## src/rtl/ascon_job_sequencer.sv

```systemverilog
// Ascon job sequencer: feeds AD then text blocks from a host stream into a cipher core.
// Define ASCON_SEQ_TIMEOUT_EN to add a watchdog on the core handshake and finish wait.
module ascon_job_sequencer (
  input  logic         clk,
  input  logic         rst,
  input  logic         job_start,
  input  logic         job_encrypt,
  input  logic [3:0]   job_ad_blocks,
  input  logic [3:0]   job_pt_blocks,
  input  logic         blk_valid,
  output logic         blk_ready,
  input  logic [127:0] blk_data,
  output logic         out_valid,
  input  logic         out_ready,
  output logic [127:0] out_data,
  output logic         out_last,
  output logic         busy,
  output logic         done,
  output logic         err,
  output logic         core_start,
  output logic         core_encrypt,
  output logic         core_sel_data,
  output logic         core_last_block,
  output logic [127:0] core_din,
  output logic         core_din_req,
  input  logic         core_din_ack,
  input  logic [127:0] core_dout,
  input  logic         core_do_req,
  output logic         core_do_ack,
  input  logic         core_finished
);

  localparam logic [2:0] StIdle    = 3'd0;
  localparam logic [2:0] StStart   = 3'd1;
  localparam logic [2:0] StAdFetch = 3'd2;
  localparam logic [2:0] StAdReq   = 3'd3;
  localparam logic [2:0] StPtFetch = 3'd4;
  localparam logic [2:0] StPtReq   = 3'd5;
  localparam logic [2:0] StWaitFin = 3'd6;
  localparam logic [2:0] StDone    = 3'd7;

  logic [2:0]   state_q, state_d;
  logic         enc_q;
  logic [3:0]   ad_cnt_q, pt_cnt_q;
  logic [3:0]   idx_q, idx_d;
  logic [127:0] din_q;
  logic [3:0]   out_cnt_q;
  logic         err_q, err_d;
  logic         accept, ad_last, pt_last;

  assign accept  = (state_q == StIdle) && job_start && (job_pt_blocks != 4'd0);
  assign ad_last = (idx_q == (ad_cnt_q - 4'd1));
  assign pt_last = (idx_q == (pt_cnt_q - 4'd1));

`ifdef ASCON_SEQ_TIMEOUT_EN
  logic [9:0] wd_q, wd_d;
  logic       wd_run;

  assign wd_run = (state_q == StAdReq) || (state_q == StPtReq) || (state_q == StWaitFin);

  always_ff @(posedge clk or posedge rst) begin
    if (rst) begin
      wd_q <= '0;
    end else begin
      wd_q <= wd_d;
    end
  end
`endif

  always_comb begin
    state_d = state_q;
    idx_d   = idx_q;
    err_d   = 1'b0;
    case (state_q)
      StIdle: begin
        if (job_start) begin
          if (job_pt_blocks == 4'd0) err_d = 1'b1;
          else state_d = StStart;
        end
      end
      StStart: begin
        idx_d   = '0;
        state_d = (ad_cnt_q != 4'd0) ? StAdFetch : StPtFetch;
      end
      StAdFetch: if (blk_valid) state_d = StAdReq;
      StAdReq: begin
        if (core_din_ack) begin
          if (ad_last) begin
            idx_d   = '0;
            state_d = StPtFetch;
          end else begin
            idx_d   = idx_q + 4'd1;
            state_d = StAdFetch;
          end
        end
      end
      StPtFetch: if (blk_valid) state_d = StPtReq;
      StPtReq: begin
        if (core_din_ack) begin
          if (pt_last) begin
            state_d = StWaitFin;
          end else begin
            idx_d   = idx_q + 4'd1;
            state_d = StPtFetch;
          end
        end
      end
      StWaitFin: if (core_finished) state_d = StDone;
      StDone:    state_d = StIdle;
      default:   state_d = StIdle;
    endcase
`ifdef ASCON_SEQ_TIMEOUT_EN
    // Count only while parked in a waiting state; any transition restarts it.
    wd_d = '0;
    if (wd_run && (state_d == state_q)) wd_d = wd_q + 10'd1;
    if (wd_d == 10'h3ff) begin
      state_d = StIdle;
      err_d   = 1'b1;
      wd_d    = '0;
    end
`endif
  end

  always_ff @(posedge clk or posedge rst) begin
    if (rst) begin
      state_q   <= StIdle;
      enc_q     <= 1'b0;
      ad_cnt_q  <= '0;
      pt_cnt_q  <= '0;
      idx_q     <= '0;
      din_q     <= '0;
      out_cnt_q <= '0;
      err_q     <= 1'b0;
    end else begin
      state_q <= state_d;
      idx_q   <= idx_d;
      err_q   <= err_d;
      if (accept) begin
        enc_q    <= job_encrypt;
        ad_cnt_q <= job_ad_blocks;
        pt_cnt_q <= job_pt_blocks;
      end
      if (blk_ready && blk_valid) din_q <= blk_data;
      if (accept) out_cnt_q <= '0;
      else if (core_do_ack) out_cnt_q <= out_cnt_q + 4'd1;
    end
  end

  assign busy            = (state_q != StIdle);
  assign done            = (state_q == StDone);
  assign err             = err_q;
  assign blk_ready       = (state_q == StAdFetch) || (state_q == StPtFetch);
  assign core_start      = (state_q == StStart);
  assign core_din_req    = (state_q == StAdReq) || (state_q == StPtReq);
  assign core_sel_data   = (state_q == StPtFetch) || (state_q == StPtReq);
  assign core_last_block = ((state_q == StAdReq) && ad_last) || ((state_q == StPtReq) && pt_last);
  assign core_encrypt    = enc_q;
  assign core_din        = din_q;

  // Output stream is a straight pass-through of the core's output handshake.
  assign out_valid   = core_do_req;
  assign out_data    = core_dout;
  assign core_do_ack = core_do_req && out_ready;
  assign out_last    = out_valid && (out_cnt_q == (pt_cnt_q - 4'd1));

endmodule
```

## config.mk

```make
export PLATFORM = sky130hd
export DESIGN_NAME = ascon_job_sequencer
export DESIGN_NICKNAME = d
export VERILOG_FILES = /design/src/rtl/ascon_job_sequencer.sv
export SDC_FILE = /design/constraint.sdc
export NUM_CORES = 1
export LEC_CHECK = 0
export BUFFER_PORTS_ARGS = -buffer_cell sky130_fd_sc_hd__buf_4
export CAP_MARGIN = 30
export CORE_AREA = 2 2 208 210
export DETAILED_ROUTE_END_ITERATION = 12
export DIE_AREA = 0 0 210 212
export MAX_ROUTING_LAYER = met4
export PLACE_DENSITY = 0.38
export SLEW_MARGIN = 20
export SYNTH_ARGS = -nofsm -noshare
export SYNTH_HDL_FRONTEND = slang
export SYNTH_SLANG_ARGS = --single-unit
export TNS_END_PERCENT = 1
```

## constraint.sdc

```tcl
create_clock -name clk -period 11.2 [get_ports clk]
set_input_delay 1.12 -clock clk [delete_from_list [all_inputs] [get_ports clk]]
set_output_delay 1.12 -clock clk [all_outputs]
set_load 0.1 [all_outputs]
```

==> results of run 1 <==
through the flow:
step / setup slack (ns) / instances
2_1_floorplan: 6.07 / 548
3_3_place_gp: 7.61 / 1231
3_5_place_dp: 7.77 / 1233
4_1_cts: 7.54 / 1265
5_1_grt: 7.39 / 1265
6_report: 7.63 / 1265
state kept, by name, summed over array words and instances, names as in the netlist:
name and cells:
idx_q 4, state_q 3, pt_cnt_q 4, core_encrypt 1, ad_cnt_q 4, core_din 128
out_cnt_q 4, err 1
synth_stat cells (6+ instances only):
library cell and number:
xnor2_1 8, nand2_1 32, mux2_1 128, nand3_1 7, dfrtp_1 149, inv_1 11
xor2_1 7, buf_4 130, nor2_1 6, buf_6 12
path summary, 6_finish.rpt:
path	startpoint	end	slack, ns
worst max-delay path	pt_cnt_q[0]$_DFFE_PP0P_	core_last_block	7.63
worst min-delay path	core_din[103]$_DFFE_PP0P_	core_din[103]$_DFFE_PP0P_	0.48
worst max register to register	state_q[1]$_DFFE_PP0P_	core_din[109]$_DFFE_PP0P_	8.25
worst min register to register	core_din[103]$_DFFE_PP0P_	core_din[103]$_DFFE_PP0P_	0.48
max in group asynchronous	rst	core_din[123]$_DFFE_PP0P_	9.07
min in group asynchronous	rst	core_din[13]$_DFFE_PP0P_	0.78
layout make-up:
cell class	count	area, um2
Tap cell	546	683
Sequential cell	149	3730
Multi-Input combinational cell	237	2190
Clock buffer	19	453
Fill cell	4556	33000
Inverter	13	53.8
Timing Repair Buffer	288	2190
Clock inverter	13	173
critical path, cell delays in order, from the launching register on:
cell and delay (ns):
dfrtp_1 0.44, inv_1 0.08, ha_1 0.34, xor2_1 0.17, nand4_1 0.18, nor3_1 0.27, o21bai_1 0.19, buf_4 0.34
metal layers:
metal | up-vias | GRT usage [%] | share of wire [%]
met2 | 247 | 14.6 | 48
met4 | 0 | 4.62 | 2.9
met5 | - | - | 0
met3 | 64 | 4.65 | 10
li1 | 2030 | - | -
met1 | 2182 | 9.79 | 38
kinds of logic (layout without fill, tap and decap cells):
kind of cell             after synthesis  after routing  synth area share, %
XOR/XNOR                              18             18                 2.74
multiplexers                         128            128                 20.2
adder cells (fa/ha/maj)                6              6                 1.02
buffers and inverters                162            333                 16.9
AND/OR/NAND/NOR                       62             62                 4.13
AO/OA/AOI/OAI                         23             23                 2.62
flip-flops                           149            149                 52.4
==> results.toml, run 1 <==
[grt]
grt_pass1_wl_mm = 29.4
grt_max_degree = 83
first_global_vias = 4507
antenna_found_initial = 0
grt.total_usage_pct = 9.32
gr-total-overflow = 0

[clock_tree]
clk_latency_ns = 0.45
cts_resized = 0
cts_tree = "yes"
postCtsSetupBuffers = 0
htree_num_levels = 4
path_clk_slew_ns = 0.06
cts_root_buffer = "clkbuf_16"
hold_buffers = 0
clockBufferDepth = 2
clock-sinks = 149
numCtsBuffers = 17

[run_status]
status = "completed"

[floorplan]
die_x_um = 210
initial_core_util_pct = 16.8
core_um2 = 42500
rows = 76
fp.dieArea_um2 = 44500
dieHeight_um = 212
ios = 541

[timing]
maxSlewViolCount = 0
clock_skew_ns = 0.0106
grt_setup_unrepaired = "no"
hold_violations = 0
min_period_ns = 3.57
fin_crit_sh_pct = 31.9
setup_violations = 0
whs_ns = 0.484
fmax_mhz = 280
totalNegativeSetupSlack_ns = 0
timing.slew.headroom_pct = 42.5
worst_pin_slew_ns = 0.863

[place]
gp_congestion = 0.731
port_buffers = 284
place_hpwl_mm = 15.3
dpl-instance-area_um2 = 8850

[worst_setup_path]
worstPathRequired_ns = 10.08
worst_ep_arrival_time_ns = 2.45
crit_type = "reg -> out"
cp-end-kind = "output pin"
r2r_cells = 5
crit_fanout = 4
critPathLaunchType = "flip-flop"

[drt]
drc = 0
drtIter0Drc = 206
drt_pass1_iterations = 5
ant_nets = 0
vias_per_cell = 3.58
wire_per_inst_um = 16.1
num_vias = 4523
drt-total-wl_mm = 20.3

[yosys]
synth-edff-count = 0
synth_area_leaders = "dfrtp_1, mux2_1, buf_4"
synth_area_per_cell_um2 = 13.0
synth_cells = 548
synthesis.nets = 826
yosysWarnings = 0
yosys_most_used_dff = "dfrtp_1"
synth_area_leader_cell = "dfrtp_1"
yosysUniqueCellTypes = 38
syn-cell-area_um2 = 7120
synth_top_area_share_pct = 52.4
yosysSeqAreaShare_pct = 52.4
yosys_register_bits = 149
synthArstFlopShare_pct = 100

[finish]
area_growth_pct = 33.1
fin_area_um2 = 9480
drive_gt1_share_pct = 46.2
final_common_cell = "buf_4"
layout_common_cells = "buf_4, dfrtp_1, mux2_1"
nets = 984
fin_util_pct = 22.3
n_antenna_cell = 0

[min_path]
holdPathStages = 1
hp-class = "reg -> reg"

[run]
drv_cap = 0
Power of run 1 is not shown: default switching activity piles up to over one toggle a cycle in this logic, so the estimate is an artifact.
==> run 2, diff against run 1 <==
--- a/config.mk
+++ b/config.mk
@@ -7,11 +7,11 @@
 export LEC_CHECK = 0
 export BUFFER_PORTS_ARGS = -buffer_cell sky130_fd_sc_hd__buf_4
 export CAP_MARGIN = 30
-export CORE_AREA = 2 2 208 210
+export CORE_AREA = 2 2 213 215
 export DETAILED_ROUTE_END_ITERATION = 12
-export DIE_AREA = 0 0 210 212
+export DIE_AREA = 0 0 215 217
 export MAX_ROUTING_LAYER = met4
-export PLACE_DENSITY = 0.38
+export PLACE_DENSITY = 0.37
 export SLEW_MARGIN = 20
 export SYNTH_ARGS = -nofsm -noshare
 export SYNTH_HDL_FRONTEND = slang
==> constraint.sdc (replaced) <==
create_clock -name clk -period 3.18 [get_ports clk]
set_input_delay 0.318 -clock clk [delete_from_list [all_inputs] [get_ports clk]]
set_output_delay 0.318 -clock clk [all_outputs]
set_load 0.1 [all_outputs]
==> results.toml, run 2 <==
[grt]
gr-total-overflow = 0
grt_max_degree = 73
grt.total_usage_pct = 9.04
grt_pass1_wl_mm = 29.9
first_global_vias = 4742
antenna_found_initial = 0

[place]
dp.cells = 1294
place_hpwl_mm = 15.3
port_buffers = 284
gp_congestion = 0.716

[run_status]
status = "stopped before the end"
stop_stage = "detailed routing (5_2_route)"
firstError = "[ERROR DRT-0255] Maze Route cannot find path of net core_dout[89] in worker of routeBox ( 193200 96600 ) ( 215000 144900 )."

[yosys]
synth.most_common_cell = "dfrtp_1"
synth_area_leaders = "dfrtp_1, mux2_1, buf_4"
yosys_register_bits = 149
yosys_most_used_dff = "dfrtp_1"
synth_top_area_share_pct = 52.4
synth_area_leader_cell = "dfrtp_1"
synth_top_cells_by_count = "dfrtp_1, buf_4, mux2_1, nand2_1, buf_6"
synth-edff-count = 0
yosysUniqueCellTypes = 38
synth_area_per_cell_um2 = 13.0
synthArstFlopShare_pct = 100
synthesis.nets = 826
synth_cells = 548
yosysSeqAreaShare_pct = 52.4
yosysWarnings = 0
syn-cell-area_um2 = 7120

[clock_tree]
cts_resized = 0
htree_num_levels = 4
cts_root_buffer = "clkbuf_16"
numCtsBuffers = 17
postCtsSetupBuffers = 0
clock-sinks = 149
clockBufferDepth = 2
hold_buffers = 9

[floorplan]
rows = 78
dieHeight_um = 217
initial_core_util_pct = 15.9
die_x_um = 215
ios = 541
## run 2: cell counts after synthesis
No cell type changed its count.
## run 2: cells by family after synthesis
group / synth area share [%]
buffers and inverters: 16.9
flip-flops: 52.4
multiplexers: 20.2
AND/OR/NAND/NOR: 4.13
AO/OA/AOI/OAI: 2.62
XOR/XNOR: 2.74
adder cells (fa/ha/maj): 1.02
## run 2: layer usage
layer / track usage, %
met5: -
met3: 5.26
met1: 9.32
met4: 3.93
met2: 14.0
## run 2: through the flow
stage	area [um2]	setup slack, ns	setup TNS, ns
detailed placement	9000	0.924	0
floorplan	7130	-0.0164	-0.0164
CTS	9650	0.366	0
global route	9650	0.238	0
global placement	8980	0.900	0
==> run 3, diff against run 2 <==
--- a/config.mk
+++ b/config.mk
@@ -7,11 +7,10 @@
 export LEC_CHECK = 0
 export BUFFER_PORTS_ARGS = -buffer_cell sky130_fd_sc_hd__buf_4
 export CAP_MARGIN = 30
-export CORE_AREA = 2 2 213 215
+export CORE_AREA = 2 2 211 213
 export DETAILED_ROUTE_END_ITERATION = 12
-export DIE_AREA = 0 0 215 217
-export MAX_ROUTING_LAYER = met4
-export PLACE_DENSITY = 0.37
+export DIE_AREA = 0 0 213 215
+export PLACE_DENSITY_LB_ADDON = 0.15
 export SLEW_MARGIN = 20
 export SYNTH_ARGS = -nofsm -noshare
 export SYNTH_HDL_FRONTEND = slang
==> constraint.sdc (replaced) <==
create_clock -name clk -period 4.15 [get_ports clk]
set_input_delay 0.415 -clock clk [delete_from_list [all_inputs] [get_ports clk]]
set_output_delay 0.415 -clock clk [all_outputs]
set_load 0.1 [all_outputs]
==> results.toml, run 3 (same netlist as run 1, synthesis figures left out) <==
[run_status]
status = "completed"

[finish]
nets = 987
n_antenna_cell = 0
final_common_cell = "buf_4"
area_growth_pct = 33.6
largest_register_ffs = 128
drive_gt1_share_pct = 45.9
fin_area_um2 = 9520
layout_common_cells = "buf_4, dfrtp_1, mux2_1"

[worst_setup_path]
crit_buf_inv = 2
crit_fanout = 4
critPathLaunchType = "flip-flop"
cp-end-kind = "output pin"
critPathTopFamily = "simple AND/OR/NAND/NOR gates"
crit_type = "reg -> out"
critPathMaxStageDelay_ns = 0.42
r2r_start = "state_q[1]$_DFFE_PP0P_"
worstPathCellList = "inv_1, ha_1, xor2_1, nand4_1, nor3_1, o21bai_1, buf_4"
r2r_cells = 4
crit_path_top_delay_cell = "dfrtp_1"
worst_ep_arrival_time_ns = 2.42
regToRegSetupSlack_ns = 1.93
r2r_end = "core_din[52]$_DFFE_PP0P_"
worstPathRequired_ns = 3.73

[drt]
drt_pass1_iterations = 4
wire_per_inst_um = 17.2
drt-total-wl_mm = 22.6
ant_nets = 0
drtIter0Drc = 140
drc = 0
num_vias = 4542
vias_per_cell = 3.46

[place]
gp_congestion = 0.707
dp_slack_ns = 1.81
place_hpwl_mm = 17.2
dpl-instance-area_um2 = 8960
port_buffers = 284

[min_path]
holdPathEnd = "core_encrypt$_DFFE_PP0P_"
hp-class = "in -> reg"
hold_path.startpoint = "job_encrypt"
holdPathStages = 3

[floorplan]
ios = 541
fp.dieArea_um2 = 45800
die_x_um = 213
dieHeight_um = 215
initial_core_util_pct = 16.3
core_um2 = 43600
rows = 77

[timing]
setup_ws_ns = 1.31
setup_violations = 0
totalNegativeSetupSlack_ns = 0
maxSlewViolCount = 0
fin_crit_sh_pct = 68.4
fmax_mhz = 353
hold_violations = 0
worst_pin_slew_ns = 0.686
grt_setup_unrepaired = "no"
min_period_ns = 2.84
timing.slew.headroom_pct = 54.3
clock_skew_ns = 0.00479

[grt]
gr-total-overflow = 0
first_global_vias = 4907
use_met2_pct = 16.1
grt_max_degree = 71
grt.total_usage_pct = 10.0
grt-busiest-layer = "met2"
grt_use_met3_pct = 5.22
grt_pass1_wl_mm = 32.4
met1_usage_pct = 10.4
antenna_found_initial = 0

[clock_tree]
clock-sinks = 149
postCtsSetupBuffers = 0
htree_num_levels = 4
hold_buffers = 1
cts_root_buffer = "clkbuf_16"
path_clk_slew_ns = 0.06
clockBufferDepth = 2
numCtsBuffers = 17
clk_latency_ns = 0.47
cts_tree = "yes"
cts_resized = 0

[run]
drv_cap = 0
-- run 3: how the worst max path moves through the flow --
stage / from / to / cells past startpoint
3_3_place_gp: pt_cnt_q[0]$_DFFE_PP0P_ / core_last_block / 7
5_1_grt: pt_cnt_q[0]$_DFFE_PP0P_ / core_last_block / 7
3_5_place_dp: pt_cnt_q[0]$_DFFE_PP0P_ / core_last_block / 7
6_report: pt_cnt_q[0]$_DFFE_PP0P_ / core_last_block / 7
4_1_cts: pt_cnt_q[0]$_DFFE_PP0P_ / core_last_block / 7
2_1_floorplan: state_q[0]$_DFFE_PP0P_ / state_q[1]$_DFFE_PP0P_ / 5
-- run 3: worst min-delay path, cell delays in order --
cell	delay (ns)
buf_4	0.08
nand2_1	0.04
nand2_1	0.05
-- run 3: metal layers --
| metal | routed length, um | vias up | part of all wire, % |
|---|---|---|---|
| met5 | 39 | - | 0.17 |
| met4 | 820 | 2 | 3.6 |
| met3 | 2410 | 70 | 11 |
| met2 | 11000 | 258 | 49 |
| met1 | 8330 | 2180 | 37 |
| li1 | - | 2032 | - |
-- run 3: cell type report --
type / instances / area (um2)
clock buffers: 20 / 447
clock inverters: 11 / 103
fillers: 4792 / 34100
inverters: 13 / 52.6
multi-input cells: 237 / 2190
flip-flops and latches: 149 / 3730
well taps: 592 / 741
repair buffers: 291 / 2250
-- run 3: through the flow --
stage                     hold slack, ns  cells  utilization [%]
after CTS                         0.0824   1313             21.8
after floorplan                    0.488    548                -
after global routing               0.102   1313             21.8
after detailed placement           0.424   1281             20.5
final                              0.145   1313             21.8
after global placement             0.469   1280             20.5
Power of run 3 is left out for the same reason.
==> run 4, diff against run 3 <==
==> constraint.sdc (replaced) <==
create_clock -name clk -period 2.75 [get_ports clk]
set_input_delay 0.275 -clock clk [delete_from_list [all_inputs] [get_ports clk]]
set_output_delay 0.275 -clock clk [all_outputs]
set_load 0.1 [all_outputs]
==> results.toml, run 4 (same netlist as run 1, synthesis figures left out) <==
[floorplan]
ios = 541
rows = 77
dieHeight_um = 215
fp.dieArea_um2 = 45800
die_x_um = 213
core_um2 = 43600
initial_core_util_pct = 16.3

[timing]
timing.slew.headroom_pct = 50.8
worst_pin_slew_ns = 0.737
min_period_ns = 2.58
grt_setup_unrepaired = "no"
hold_violations = 0
fin_crit_sh_pct = 93.8
whs_ns = 0.0976
totalNegativeSetupSlack_ns = 0
setup_violations = 0
maxSlewViolCount = 0
fmax_mhz = 388
clock_skew_ns = 0.00908

[worst_setup_path]
crit_fanout = 4
cp-endpoint = "core_last_block"
crit_buf_inv = 2
crit_path_top_delay_cell = "dfrtp_2"
critPathMaxStageDelay_ns = 0.41
r2r_end = "core_din[53]$_DFFE_PP0P_"
crit_cells = 7
critPathLaunchType = "flip-flop"
worstPathRequired_ns = 2.48
cp-end-kind = "output pin"
r2r_start = "state_q[1]$_DFFE_PP0P_"
regToRegSetupSlack_ns = 0.65
crit_path_start = "pt_cnt_q[0]$_DFFE_PP0P_"
worstPathCellList = "inv_1, ha_1, xor2_1, nand4_1, nor3_2, o21bai_1, buf_6"
worst_ep_arrival_time_ns = 2.30
critPathTopFamily = "simple AND/OR/NAND/NOR gates"
crit_type = "reg -> out"
r2r_cells = 4

[place]
port_buffers = 284
dpl-instance-area_um2 = 9000
place_hpwl_mm = 16.9
gp_congestion = 0.721
dp.cells = 1284

[run]
drv_cap = 0

[clock_tree]
cts_tree = "yes"
postCtsSetupBuffers = 0
cts_root_buffer = "clkbuf_16"
path_clk_slew_ns = 0.06
clockBufferDepth = 2
htree_num_levels = 4
clk_latency_ns = 0.48
clock-sinks = 149
numCtsBuffers = 17

[grt]
use_met2_pct = 17.3
gr-total-overflow = 0
grt_pass1_wl_mm = 34.1
first_global_vias = 5547
grt.total_usage_pct = 10.3
grt_use_met3_pct = 4.79
grt-busiest-layer = "met2"
met1_usage_pct = 10.6
grt_max_degree = 40
antenna_found_initial = 0

[min_path]
hp-class = "in -> reg"

[finish]
ff_latch_area_um2 = 3730
nets = 1127
area_growth_pct = 54.7
multi_input_area_um2 = 2200
finalNonFillerCells = 1454
fillCellCount = 4659
fin_area_um2 = 11000
largest_register_ffs = 128
drive_gt1_share_pct = 39.2
final_common_cell = "buf_4"
n_antenna_cell = 0
layout_common_cells = "buf_4, dfrtp_1, dlygate4sd3_1"

[drt]
drtIter0Drc = 187
wire_per_inst_um = 15.9
drc = 0
ant_nets = 0
drt-total-wl_mm = 23.1
vias_per_cell = 3.48
num_vias = 5065
drt_pass1_iterations = 4

[run_status]
status = "completed"
-- run 4: metrics by stage --
step / util, % / worst slack, ns
2_1_floorplan: - / -0.446
3_5_place_dp: 20.6 / 0.540
6_report: 25.2 / 0.171
5_1_grt: 25.2 / 0.00327
3_3_place_gp: 20.6 / 0.518
4_1_cts: 25.2 / 0.00975
-- run 4: cell type report --
class                      count  area share (%)
sequential                   149            33.9
timing repair buffer         431            33.3
inverter                      13           0.477
tap                          592            6.72
clock inverter                12            1.52
multi-input combinational    237            20.0
clock buffer                  20            4.06
-- run 4: worst min-delay path, delay by kind of cell --
kind / cells / cell delay, ns
simple gates: 2 / 0.12
buf+inv: 1 / 0.12
-- run 4: worst min path at each step --
stage,start,end,slack (ns),cells past startpoint
global placement,rst,core_din[16]$_DFFE_PP0P_,0.45,2
floorplan,job_ad_blocks[2],ad_cnt_q[2]$_DFFE_PP0P_,0.38,2
CTS,job_start,err$_DFF_PP0_,0.04,3
finish,job_start,err$_DFF_PP0_,0.1,3
global route,job_start,err$_DFF_PP0_,0.08,3
detailed placement,rst,core_din[16]$_DFFE_PP0P_,0.45,2
-- run 4: repair_timing --
action | CTS | global route
resized for setup | 1 | 3
pin swaps | 0 | 1
hold buffers | 138 | 0
endpoints found under the hold margin | 160 | 0
setup endpoints to repair | 1 | 1
-- run 4: per-layer routing --
metal	part of all wire, %	vias to the layer above
li1	-	2322
met5	0.17	-
met2	49	251
met3	9.6	71
met1	37	2419
met4	3.7	2
Power of run 4 is left out for the same reason.
